### src/rtl/mem_arb_pkg.sv
// mem_arb_pkg: types and constants that the memory port arbiter and its
// timer share.
//   arb_state_e   - arbiter FSM state (IDLE, ACC_IF, ACC_DM)
//   STARVE_LIMIT_DEF, WAIT_LIMIT_DEF - default parameter values
//   TIMEOUT_DATA  - read data returned to a requester whose access timed out
//   CNT_W         - width of the starvation and wait counters
package mem_arb_pkg;

    typedef enum logic [1:0] {
        IDLE   = 2'd0,
        ACC_IF = 2'd1,
        ACC_DM = 2'd2
    } arb_state_e;

    localparam int          STARVE_LIMIT_DEF = 4;
    localparam int          WAIT_LIMIT_DEF   = 15;
    localparam logic [31:0] TIMEOUT_DATA     = 32'h0;
    localparam int          CNT_W            = 8;

endpackage

### src/rtl/mem_port_arbiter_if.sv
// mem_port_arbiter_if: bundles the instruction-fetch port, the data port, the
// shared memory port and the status outputs of the arbiter.
//   master - arbiter side: takes requests and memory responses, and drives
//            completions, the memory access and the status signals
//   slave  - environment side (the two requesters and the memory)
interface mem_port_arbiter_if;
    // instruction fetch
    logic        if_req;
    logic [31:0] if_addr;
    logic [31:0] if_rdata;
    logic        if_ready;
    // data
    logic        dm_req;
    logic        dm_we;
    logic [31:0] dm_addr;
    logic [31:0] dm_wdata;
    logic [31:0] dm_rdata;
    logic        dm_ready;
    // shared memory
    logic        mem_en;
    logic        mem_we;
    logic [31:0] mem_addr;
    logic [31:0] mem_wdata;
    logic [31:0] mem_rdata;
    logic        mem_ack;
    // status
    logic        stall_if;
    logic        stall_mem;
    logic        err;

    modport master (
        input  if_req, if_addr, dm_req, dm_we, dm_addr, dm_wdata,
        input  mem_rdata, mem_ack,
        output if_rdata, if_ready, dm_rdata, dm_ready,
        output mem_en, mem_we, mem_addr, mem_wdata,
        output stall_if, stall_mem, err
    );

    modport slave (
        output if_req, if_addr, dm_req, dm_we, dm_addr, dm_wdata,
        output mem_rdata, mem_ack,
        input  if_rdata, if_ready, dm_rdata, dm_ready,
        input  mem_en, mem_we, mem_addr, mem_wdata,
        input  stall_if, stall_mem, err
    );
endinterface

### src/rtl/mem_arb_timer.sv
// mem_arb_timer: counts the cycles an access waits for mem_ack.
//   clk, reset - clock, asynchronous active-low reset
//   clear      - restart from zero (access granted)
//   count      - one more cycle without mem_ack
//   limit      - number of unacknowledged cycles allowed
//   expired    - this cycle is the limit-th cycle without mem_ack
module mem_arb_timer
    import mem_arb_pkg::*;
#(
    parameter int W = CNT_W
) (
    input  logic         clk,
    input  logic         reset,
    input  logic         clear,
    input  logic         count,
    input  logic [W-1:0] limit,
    output logic         expired
);

    localparam logic [W-1:0] ONE = W'(1);

    logic [W-1:0] r_wait_cnt;

    always_ff @(posedge clk or negedge reset) begin
        if (!reset)      r_wait_cnt <= '0;
        else if (clear)  r_wait_cnt <= '0;
        else if (count)  r_wait_cnt <= r_wait_cnt + ONE;
    end

    // Fires on the edge at which the count would reach the limit, so the
    // access has had exactly `limit` cycles to be acknowledged.
    assign expired = count & ((r_wait_cnt + ONE) == limit);

endmodule

### src/rtl/mem_port_arbiter.sv
// mem_port_arbiter: shares one single-port memory between an instruction-fetch
// port and a data port. Data has priority unless fetch has been passed over
// STARVE_LIMIT times in a row. An access that sees no mem_ack within
// WAIT_LIMIT cycles is abandoned with an err pulse and zero read data.
//   clk   - clock
//   reset - asynchronous active-low reset
//   bus   - fetch, data and memory ports plus stall/err status (master view)
module mem_port_arbiter
    import mem_arb_pkg::*;
#(
    parameter int STARVE_LIMIT = STARVE_LIMIT_DEF,
    parameter int WAIT_LIMIT   = WAIT_LIMIT_DEF
) (
    input  logic                clk,
    input  logic                reset,
    mem_port_arbiter_if.master  bus
);

    localparam logic [CNT_W-1:0] STARVE_MAX = CNT_W'(STARVE_LIMIT);
    localparam logic [CNT_W-1:0] WAIT_MAX   = CNT_W'(WAIT_LIMIT);
    localparam logic [CNT_W-1:0] CNT_ONE    = CNT_W'(1);

    arb_state_e       r_state;
    logic [CNT_W-1:0] r_starve_cnt;
    logic             r_mem_en, r_mem_we;
    logic [31:0]      r_mem_addr, r_mem_wdata;
    logic [31:0]      r_if_rdata, r_dm_rdata;
    logic             r_if_ready, r_dm_ready, r_err;

    logic w_pick_if, w_pick_dm, w_grant_if, w_grant_dm;
    logic w_in_acc, w_expired;

    // Priority is decided on the raw requests. If the winner is the requester
    // completing this cycle, its request is stale and nobody is granted; the
    // other port is only granted here when it would have won anyway.
    assign w_pick_if  = bus.if_req & (~bus.dm_req | (r_starve_cnt == STARVE_MAX));
    assign w_pick_dm  = bus.dm_req & ~w_pick_if;
    assign w_grant_if = (r_state == IDLE) & w_pick_if & ~r_if_ready;
    assign w_grant_dm = (r_state == IDLE) & w_pick_dm & ~r_dm_ready;
    assign w_in_acc   = (r_state == ACC_IF) | (r_state == ACC_DM);

    mem_arb_timer #(.W(CNT_W)) u_timer (
        .clk     (clk),
        .reset   (reset),
        .clear   (w_grant_if | w_grant_dm),
        .count   (w_in_acc & ~bus.mem_ack),
        .limit   (WAIT_MAX),
        .expired (w_expired)
    );

    always_ff @(posedge clk or negedge reset) begin
        if (!reset) begin
            r_state      <= IDLE;
            r_starve_cnt <= '0;
            r_mem_en     <= 1'b0;
            r_mem_we     <= 1'b0;
            r_mem_addr   <= '0;
            r_mem_wdata  <= '0;
            r_if_rdata   <= '0;
            r_dm_rdata   <= '0;
            r_if_ready   <= 1'b0;
            r_dm_ready   <= 1'b0;
            r_err        <= 1'b0;
        end else begin
            r_if_ready <= 1'b0;
            r_dm_ready <= 1'b0;
            r_err      <= 1'b0;

            if (!bus.if_req || w_grant_if)
                r_starve_cnt <= '0;
            else if (w_grant_dm && r_starve_cnt != STARVE_MAX)
                r_starve_cnt <= r_starve_cnt + CNT_ONE;

            case (r_state)
                IDLE: begin
                    if (w_grant_dm) begin
                        r_state     <= ACC_DM;
                        r_mem_en    <= 1'b1;
                        r_mem_we    <= bus.dm_we;
                        r_mem_addr  <= bus.dm_addr;
                        r_mem_wdata <= bus.dm_wdata;
                    end else if (w_grant_if) begin
                        r_state     <= ACC_IF;
                        r_mem_en    <= 1'b1;
                        r_mem_we    <= 1'b0;
                        r_mem_addr  <= bus.if_addr;
                        r_mem_wdata <= '0;
                    end
                end
                ACC_IF, ACC_DM: begin
                    // mem_ack wins over a simultaneous timeout.
                    if (bus.mem_ack || w_expired) begin
                        r_state  <= IDLE;
                        r_mem_en <= 1'b0;
                        r_err    <= ~bus.mem_ack;
                        if (r_state == ACC_IF) begin
                            r_if_ready <= 1'b1;
                            r_if_rdata <= bus.mem_ack ? bus.mem_rdata : TIMEOUT_DATA;
                        end else begin
                            r_dm_ready <= 1'b1;
                            if (!bus.mem_ack)
                                r_dm_rdata <= TIMEOUT_DATA;
                            else if (!r_mem_we)
                                r_dm_rdata <= bus.mem_rdata;
                        end
                    end
                end
                default: r_state <= IDLE;
            endcase
        end
    end

    assign bus.mem_en    = r_mem_en;
    assign bus.mem_we    = r_mem_we;
    assign bus.mem_addr  = r_mem_addr;
    assign bus.mem_wdata = r_mem_wdata;
    assign bus.if_rdata  = r_if_rdata;
    assign bus.if_ready  = r_if_ready;
    assign bus.dm_rdata  = r_dm_rdata;
    assign bus.dm_ready  = r_dm_ready;
    assign bus.err       = r_err;
    assign bus.stall_if  = bus.if_req & ~r_if_ready;
    assign bus.stall_mem = bus.dm_req & ~r_dm_ready;

endmodule

### src/flat_wrapper.sv
// flat-port wrapper written by rule: the top's interface ports become plain ports
module mem_port_arbiter_flat import mem_arb_pkg::*;
#(
    parameter int STARVE_LIMIT = STARVE_LIMIT_DEF,
    parameter int WAIT_LIMIT   = WAIT_LIMIT_DEF
)
  (clk, reset, bus_if_req, bus_if_addr, bus_dm_req, bus_dm_we, bus_dm_addr, bus_dm_wdata, bus_mem_rdata, bus_mem_ack, bus_if_rdata, bus_if_ready, bus_dm_rdata, bus_dm_ready, bus_mem_en, bus_mem_we, bus_mem_addr, bus_mem_wdata, bus_stall_if, bus_stall_mem, bus_err);
  mem_port_arbiter_if bus_i ();
  input  logic clk;
  input  logic reset;
  input wire logic [$bits(bus_i.if_req)-1:0] bus_if_req;
  input wire logic [$bits(bus_i.if_addr)-1:0] bus_if_addr;
  input wire logic [$bits(bus_i.dm_req)-1:0] bus_dm_req;
  input wire logic [$bits(bus_i.dm_we)-1:0] bus_dm_we;
  input wire logic [$bits(bus_i.dm_addr)-1:0] bus_dm_addr;
  input wire logic [$bits(bus_i.dm_wdata)-1:0] bus_dm_wdata;
  input wire logic [$bits(bus_i.mem_rdata)-1:0] bus_mem_rdata;
  input wire logic [$bits(bus_i.mem_ack)-1:0] bus_mem_ack;
  output wire logic [$bits(bus_i.if_rdata)-1:0] bus_if_rdata;
  output wire logic [$bits(bus_i.if_ready)-1:0] bus_if_ready;
  output wire logic [$bits(bus_i.dm_rdata)-1:0] bus_dm_rdata;
  output wire logic [$bits(bus_i.dm_ready)-1:0] bus_dm_ready;
  output wire logic [$bits(bus_i.mem_en)-1:0] bus_mem_en;
  output wire logic [$bits(bus_i.mem_we)-1:0] bus_mem_we;
  output wire logic [$bits(bus_i.mem_addr)-1:0] bus_mem_addr;
  output wire logic [$bits(bus_i.mem_wdata)-1:0] bus_mem_wdata;
  output wire logic [$bits(bus_i.stall_if)-1:0] bus_stall_if;
  output wire logic [$bits(bus_i.stall_mem)-1:0] bus_stall_mem;
  output wire logic [$bits(bus_i.err)-1:0] bus_err;
  assign bus_i.if_req = bus_if_req;
  assign bus_i.if_addr = bus_if_addr;
  assign bus_i.dm_req = bus_dm_req;
  assign bus_i.dm_we = bus_dm_we;
  assign bus_i.dm_addr = bus_dm_addr;
  assign bus_i.dm_wdata = bus_dm_wdata;
  assign bus_i.mem_rdata = bus_mem_rdata;
  assign bus_i.mem_ack = bus_mem_ack;
  assign bus_if_rdata = bus_i.if_rdata;
  assign bus_if_ready = bus_i.if_ready;
  assign bus_dm_rdata = bus_i.dm_rdata;
  assign bus_dm_ready = bus_i.dm_ready;
  assign bus_mem_en = bus_i.mem_en;
  assign bus_mem_we = bus_i.mem_we;
  assign bus_mem_addr = bus_i.mem_addr;
  assign bus_mem_wdata = bus_i.mem_wdata;
  assign bus_stall_if = bus_i.stall_if;
  assign bus_stall_mem = bus_i.stall_mem;
  assign bus_err = bus_i.err;
  mem_port_arbiter #(.STARVE_LIMIT(STARVE_LIMIT), .WAIT_LIMIT(WAIT_LIMIT)) u_core (.clk(clk), .reset(reset), .bus(bus_i));
endmodule
### config.mk
export PLATFORM = sky130hd
export DESIGN_NAME = mem_port_arbiter_flat
export DESIGN_NICKNAME = d
export VERILOG_FILES = /design/src/rtl/mem_arb_pkg.sv /design/src/rtl/mem_port_arbiter_if.sv /design/src/rtl/mem_arb_timer.sv /design/src/rtl/mem_port_arbiter.sv /design/src/flat_wrapper.sv
export SDC_FILE = /design/constraint.sdc
export NUM_CORES = 1
export LEC_CHECK = 0
export ABC_AREA = 1
export BUFFER_PORTS_ARGS = -buffer_cell sky130_fd_sc_hd__buf_2
export CORE_ASPECT_RATIO = 0.5
export CORE_UTILIZATION = 45
export CTS_BUF_LIST = sky130_fd_sc_hd__clkbuf_8
export CTS_CLUSTER_DIAMETER = 150
export DETAILED_ROUTE_END_ITERATION = 8
export MAX_ROUTING_LAYER = met4
export PLACE_DENSITY = 0.81
export SYNTH_ARGS = -nofsm -noshare
export SYNTH_HDL_FRONTEND = slang
export SYNTH_SLANG_ARGS = --single-unit
export TNS_END_PERCENT = 5
### constraint.sdc
create_clock -name clk -period 2.6 [get_ports clk]
set_input_delay 0.13 -clock clk [delete_from_list [all_inputs] [get_ports clk]]
set_output_delay 0.13 -clock clk [all_outputs]
set_load 0.02 [all_outputs]
After elaboration in Yosys (flattened, before gate mapping)

Cells that the tools add are included.

Register bits: 151
Logic and storage cells: 85

$add $sub $neg: 2
Equality and inequality tests: 8
Multiplexer cells: 29
Bitwise gates (word level): 19
Reductions and logical operators: 15

Operators by type and width:

| cell                  | number |
|---|---|
| $mux W32              | 7 |
| $mux W8               | 4 |
| $add A8 B1 Y8 const B | 2 |
| $mux W1               | 13 |
| $and A1 B1 Y1         | 10 |
| $eq A8 B3 Y1 const B  | 1 |
| $eq A8 B4 Y1 const B  | 1 |
| $ne A8 B3 Y1 const B  | 1 |
| $reduce_bool A2 Y1    | 4 |
| $mux W2               | 3 |
| $not A1 Y1            | 6 |
| $reduce_and A3 Y1     | 2 |
| $pmux W2 S2           | 1 |
| $reduce_and A2 Y1     | 2 |
| $reduce_and A4 Y1     | 1 |
| $ne A3 B1 Y1 const B  | 1 |
| $or A1 B1 Y1          | 3 |
| $eq A2 B1 Y1 const B  | 1 |
| $eq A2 B2 Y1 const B  | 1 |
| $logic_not A2 Y1      | 1 |
| $logic_or A1 B1 Y1    | 2 |
| $ne A2 B1 Y1 const B  | 1 |
| $ne A2 B2 Y1 const B  | 1 |
| $pmux W1 S2           | 1 |
| 3 further kinds       | 3 |

Longest topological paths before layout

Word-level depth: 10
Depth in mapped cells: 15

By module

From an unflattened synthesis, not the netlist that was laid out.

Cells, all modules: 832
Area, all modules: 7028.0 sq um

Modules (own cells, without submodules):

| module           | times used | cells an instance | area an instance (sq um) |
|---|---|---|---|
| mem_port_arbiter | 1          | 733               | 6393.6 |
| mem_arb_timer    | 1          | 99                | 634.4 |

Least setup slack after synthesis

No wires, ideal clock.

Path type: register to register
Start: reg u_core.r_state[0]
End: reg u_core.r_if_rdata[31] (netlist: u_core.bus.if_rdata[31])
Setup time: 0.117 ns
Arrival: 1.816 ns
Setup slack: 0.667 ns
Cell stages (with the launch flop): 16
Buffers on the path: 2
Cells stage by stage: dfrtp_1 inv_1 ha_1 buf_4 nand2_2 nor2_1 nand2_1 nor2_1 nand2_1 nor2_1 nand2_1 nand2_4 nand3_4 buf_6 nand2_1 nand2_1

Cells in the longest elaborated chain, start to end: 6
Elaborated cells between the ends (all ways): 8
Classes of those cells: eq/ne: 2; bitwise: 3; reduce/logical: 3

RTL lines:

| element                                             | line                                                                   | source |
|---|---|---|
| start: declaration                                  | mem_port_arbiter.sv:23                                                 | `arb_state_e r_state;` |
| start signal: assignment                            | mem_port_arbiter.sv:53                                                 | `r_state <= IDLE;` |
| start signal: assignment                            | mem_port_arbiter.sv:77                                                 | `r_state <= ACC_DM;` |
| start signal: assignment                            | mem_port_arbiter.sv:83                                                 | `r_state <= ACC_IF;` |
| $eq A2 B1 Y1 / $eq A2 B2 Y1 (equally long branches) | mem_port_arbiter.sv:40, mem_port_arbiter.sv:74, mem_port_arbiter.sv:96 |  |
| $or A1 B1 Y1                                        | mem_port_arbiter.sv:40                                                 | `assign w_in_acc = (r_state == ACC_IF) \| (r_state == ACC_DM);` |
| $and A1 B1 Y1                                       | mem_port_arbiter.sv:46                                                 | `.count (w_in_acc & ~bus.mem_ack),` |
| $and A1 B1 Y1                                       | mem_arb_timer.sv:32                                                    | `assign expired = count & ((r_wait_cnt + ONE) == limit);` |
| $logic_or A1 B1 Y1                                  | mem_port_arbiter.sv:92                                                 | `if (bus.mem_ack \|\| w_expired) begin` |
| $reduce_and A3 Y1 (no line) *                       | --                                                                     |  |
| end signal: assignment                              | mem_port_arbiter.sv:98                                                 | `r_if_rdata <= bus.mem_ack ? bus.mem_rdata : TIMEOUT_DATA;` |
| end: declaration                                    | mem_port_arbiter.sv:27                                                 | `logic [31:0] r_if_rdata, r_dm_rdata;` |

Mark *: on every way between the ends. The rest lies on a longest branch, timed or not.
A chain may end at the register's enable or synchronous reset.

Final worst setup path

Start: reg u_core.r_starve_cnt[0]
End: reg u_core.r_mem_addr[25] (netlist: u_core.bus.mem_addr[25])

Cells in the longest elaborated chain, start to end: 9
Elaborated cells between the ends (all ways): 12
Classes of those cells: eq/ne: 1; mux: 1; bitwise: 8; reduce/logical: 2

RTL lines:

| element                      | line                   | source |
|---|---|---|
| start: declaration           | mem_port_arbiter.sv:24 | `logic [CNT_W-1:0] r_starve_cnt;` |
| start signal: assignment     | mem_port_arbiter.sv:72 | `r_starve_cnt <= r_starve_cnt + CNT_ONE;` |
| $eq A8 B3 Y1 *               | mem_port_arbiter.sv:36 | `assign w_pick_if = bus.if_req & (~bus.dm_req \| (r_starve_cnt == STARVE_MAX));` |
| $or A1 B1 Y1 *               | mem_port_arbiter.sv:36 |  |
| $and A1 B1 Y1 *              | mem_port_arbiter.sv:36 |  |
| $not A1 Y1                   | mem_port_arbiter.sv:37 | `assign w_pick_dm = bus.dm_req & ~w_pick_if;` |
| $and A1 B1 Y1                | mem_port_arbiter.sv:37 |  |
| $and A1 B1 Y1 (2 in a row)   | mem_port_arbiter.sv:39 | `assign w_grant_dm = (r_state == IDLE) & w_pick_dm & ~r_dm_ready;` |
| $reduce_bool A2 Y1 (no line) | --                     |  |
| $reduce_and A2 Y1 (no line)  | --                     |  |
| end signal: assignment       | mem_port_arbiter.sv:80 | `r_mem_addr <= bus.dm_addr;` |
| end signal: assignment       | mem_port_arbiter.sv:86 | `r_mem_addr <= bus.if_addr;` |
| end: declaration             | mem_port_arbiter.sv:26 | `logic [31:0] r_mem_addr, r_mem_wdata;` |

Marked as above.

==> out/results.txt <==
nets: 1301
endpoint class of the critical path: flop
Crit path top cell by count: nand3_1
RSZ-0062 raised after global routing: true
post-route cell area: 0.0101 mm2
Slew HR: 51.2%
drt first pass iters: 7
area post-placement: 0.00829 mm2
Slowest cell on crit path: dlygate4sd3_1
initial core utilization: 46.7%
crit share post-route: 94.0%
Yosys top cell area share: 55.3%
H-Tree Depth: 4
commonest cells after routing, fill and taps aside: nand2_1, buf_2, dfrtp_1, dlygate4sd3_1, nand4_1
Area contributors post-synth: dfrtp_1, nand2_1, nand4_1
Slew Limit Fails: 0
first-pass GRT wire length: 32900 um
clk slew on worst S/H paths: 0.08 ns
I/O Buffers: 268
pre-CTS WS: 0.323 ns
core area: 0.0146 mm2
Worst Hold Class: in -> reg
Mapped Cells: 781
Via density: 5.19
Max Cap Viol: 0
gp weighted congestion: 0.892
top cell type by total area after synthesis: dfrtp_1
Slew @ Worst Pin: 0.731 ns
Power, Total: 0.0122 W
Setup Fix Bufs, Post-CTS: 0
initial antenna violation count: 0
Fin. Hold Viols: 0
final wirelength: 21300 um
Final WS setup: 0.157 ns
Synth cell types: 30
# rows: 31
DR DRC count: 0
DRT antenna net count: 0
Lkg Pwr: 5.48 nW
placed instance count: 1208
number of global-route vias before repair: 6895
Inserted Diodes: 0
PD cells: 1210 mW/mm2
sequential fraction of the synthesis area: 55.3%
Post-Layout Cell Count: 1371
I/O Pins: 269
clk root buf: clkbuf_8
Clock Path Buffers: 2
WL/cell: 15.5 um
Max IR drop VDD: 0.601 mV
fmax: 409 MHz
DR iter-0 viols: 579
synth warn: 0
Crit Path Class: reg -> reg
Num CTS Buffers: 17
# setup viols final: 0
area grow syn2layout: 48.2%
Die Ht: 89.1 um
via count: 7119
Avg Cell Area, Syn: 8.74 um2
largest net degree at the start of global routing: 73
critical path arrival: 2.79 ns
GRT Total Usage: 27.2%
startpoint types: flop
Tmin final: 2.44 ns
Sink Count: 151
synthesized cell area: 0.00683 mm2
Die Width: 176 um
CP max stage delay: 0.59 ns
outcome: finished clean
Layout Skew: 0.0174 ns
CTS tree: built
die area: 0.0157 mm2
Detailed Place HPWL: 12700 um
synthesized flop and latch total: 151
worst-path cell chain: inv_1 -> ha_1 -> nand3_1 -> o21ai_1 -> nand3_1 -> nand2_2 -> buf_12 -> nor2_1 -> a31oi_1 -> dlygate4sd3_1
Synth Net Count: 922
gr ovfl total: 0
Skew-Pair Late Insertion Delay: 0.43 ns
CP Max Fanout: 36
Req. time, crit path: 2.95 ns
layout cells sized above 1: 27.8%
==> report_power, final <==
part	switching [W]	internal, W
registers	0.000633	0.00341
logic	0.00375	0.00222
clock network	0.000938	0.00128
total	0.00532	0.00690
==> final timing paths <==
check | slack (ns) | cells past startpoint | end | from
worst max register to register | 0.16 | 10 | u_core.bus.mem_addr[25] | u_core.r_starve_cnt[0]
worst min register to register | 0.47 | 2 | u_core.bus.if_rdata[29] | u_core.bus.if_rdata[29]
worst max-delay path | 0.16 | 10 | u_core.bus.mem_addr[25] | u_core.r_starve_cnt[0]
min in group asynchronous | 0.25 | 2 | u_core.bus.mem_wdata[6] | reset
max in group asynchronous | 1.55 | 3 | u_core.bus.mem_addr[3] | reset
worst min-delay path | 0.08 | 3 | u_core.r_starve_cnt[3] | bus_if_req
==> what timing repair did <==
item / in CTS / in global routing
hold endpoints to repair: 155 / 0
resized for setup: 0 / 5
endpoints found under the setup margin: 0 / 23
hold buffers: 130 / 0
==> flip-flops by register name (all words and copies together) (netlist names) <==
name and count:
u_core.bus.if_rdata 32, u_core.bus.mem_addr 32, u_core.bus.if_ready 1, u_core.bus.mem_wdata 32
u_core.bus.mem_en 1, u_core.bus.mem_we 1, u_core.r_starve_cnt 8, u_core.bus.err 1
u_core.u_timer.r_wait_cnt 8, u_core.bus.dm_ready 1, u_core.bus.dm_rdata 32, u_core.r_state 2
==> critical path, delay by kind of cell, from the launching register on <==
family                   cells  cell delay [ns]
buffers and inverters        3             0.90
AND/OR/NAND/NOR              4             0.53
flip-flops                   1             0.40
AO/OA/AOI/OAI                2             0.35
adder cells (fa/ha/maj)      1             0.18
==> metal layers <==
layer  GRT usage, %  routed length [um]
met1           31.9                8590
met2           47.9               11000
met3           3.87                1250
met4           11.0                 460
met5              -                   0
==> final cells by class <==
cell class / instances / area (um2)
sequential: 151 / 3780
inverter: 62 / 233
multi-input combinational: 516 / 2560
clock buffer: 18 / 248
clock inverter: 14 / 244
tap: 198 / 248
timing repair buffer: 412 / 2820
fill: 1089 / 4500
==> cells in the mapped netlist (all sizes together) <==
library cell and count:
a211oi 5, clkbuf 29, nor4 1, o31ai 3, nand3 17, nor2 60, o21ai 10, a21oi 3
a22o 33, nor3 3, dfrtp 151, nand4 67, inv 62, buf 23, o21bai 1, a31oi 32
ha 7, nand2 271, xnor2 2, xor2 1
==> kinds of logic (layout without fill, tap and decap cells) <==
kind of cell | Yosys count | in the layout | share of synthesized area [%]
AO/OA/AOI/OAI | 87 | 87 | 9.11
XOR/XNOR | 3 | 3 | 0.385
adder cells (fa/ha/maj) | 7 | 7 | 1.28
buffers and inverters | 114 | 506 | 7.31
flip-flops | 151 | 151 | 55.3
AND/OR/NAND/NOR | 419 | 419 | 26.6
==> per-stage QoR <==
stage / TNS (ns) / utilization [%] / hold WS (ns)
2_1_floorplan: 0 / - / -0.166
3_3_place_gp: 0 / 56.7 / 0.140
3_5_place_dp: 0 / 56.7 / 0.153
4_1_cts: 0 / 68.9 / 0.0474
5_1_grt: -0.0300 / 69.2 / 0.0714
6_report: 0 / 69.2 / 0.0816
(Power assumes the default switching activity.)
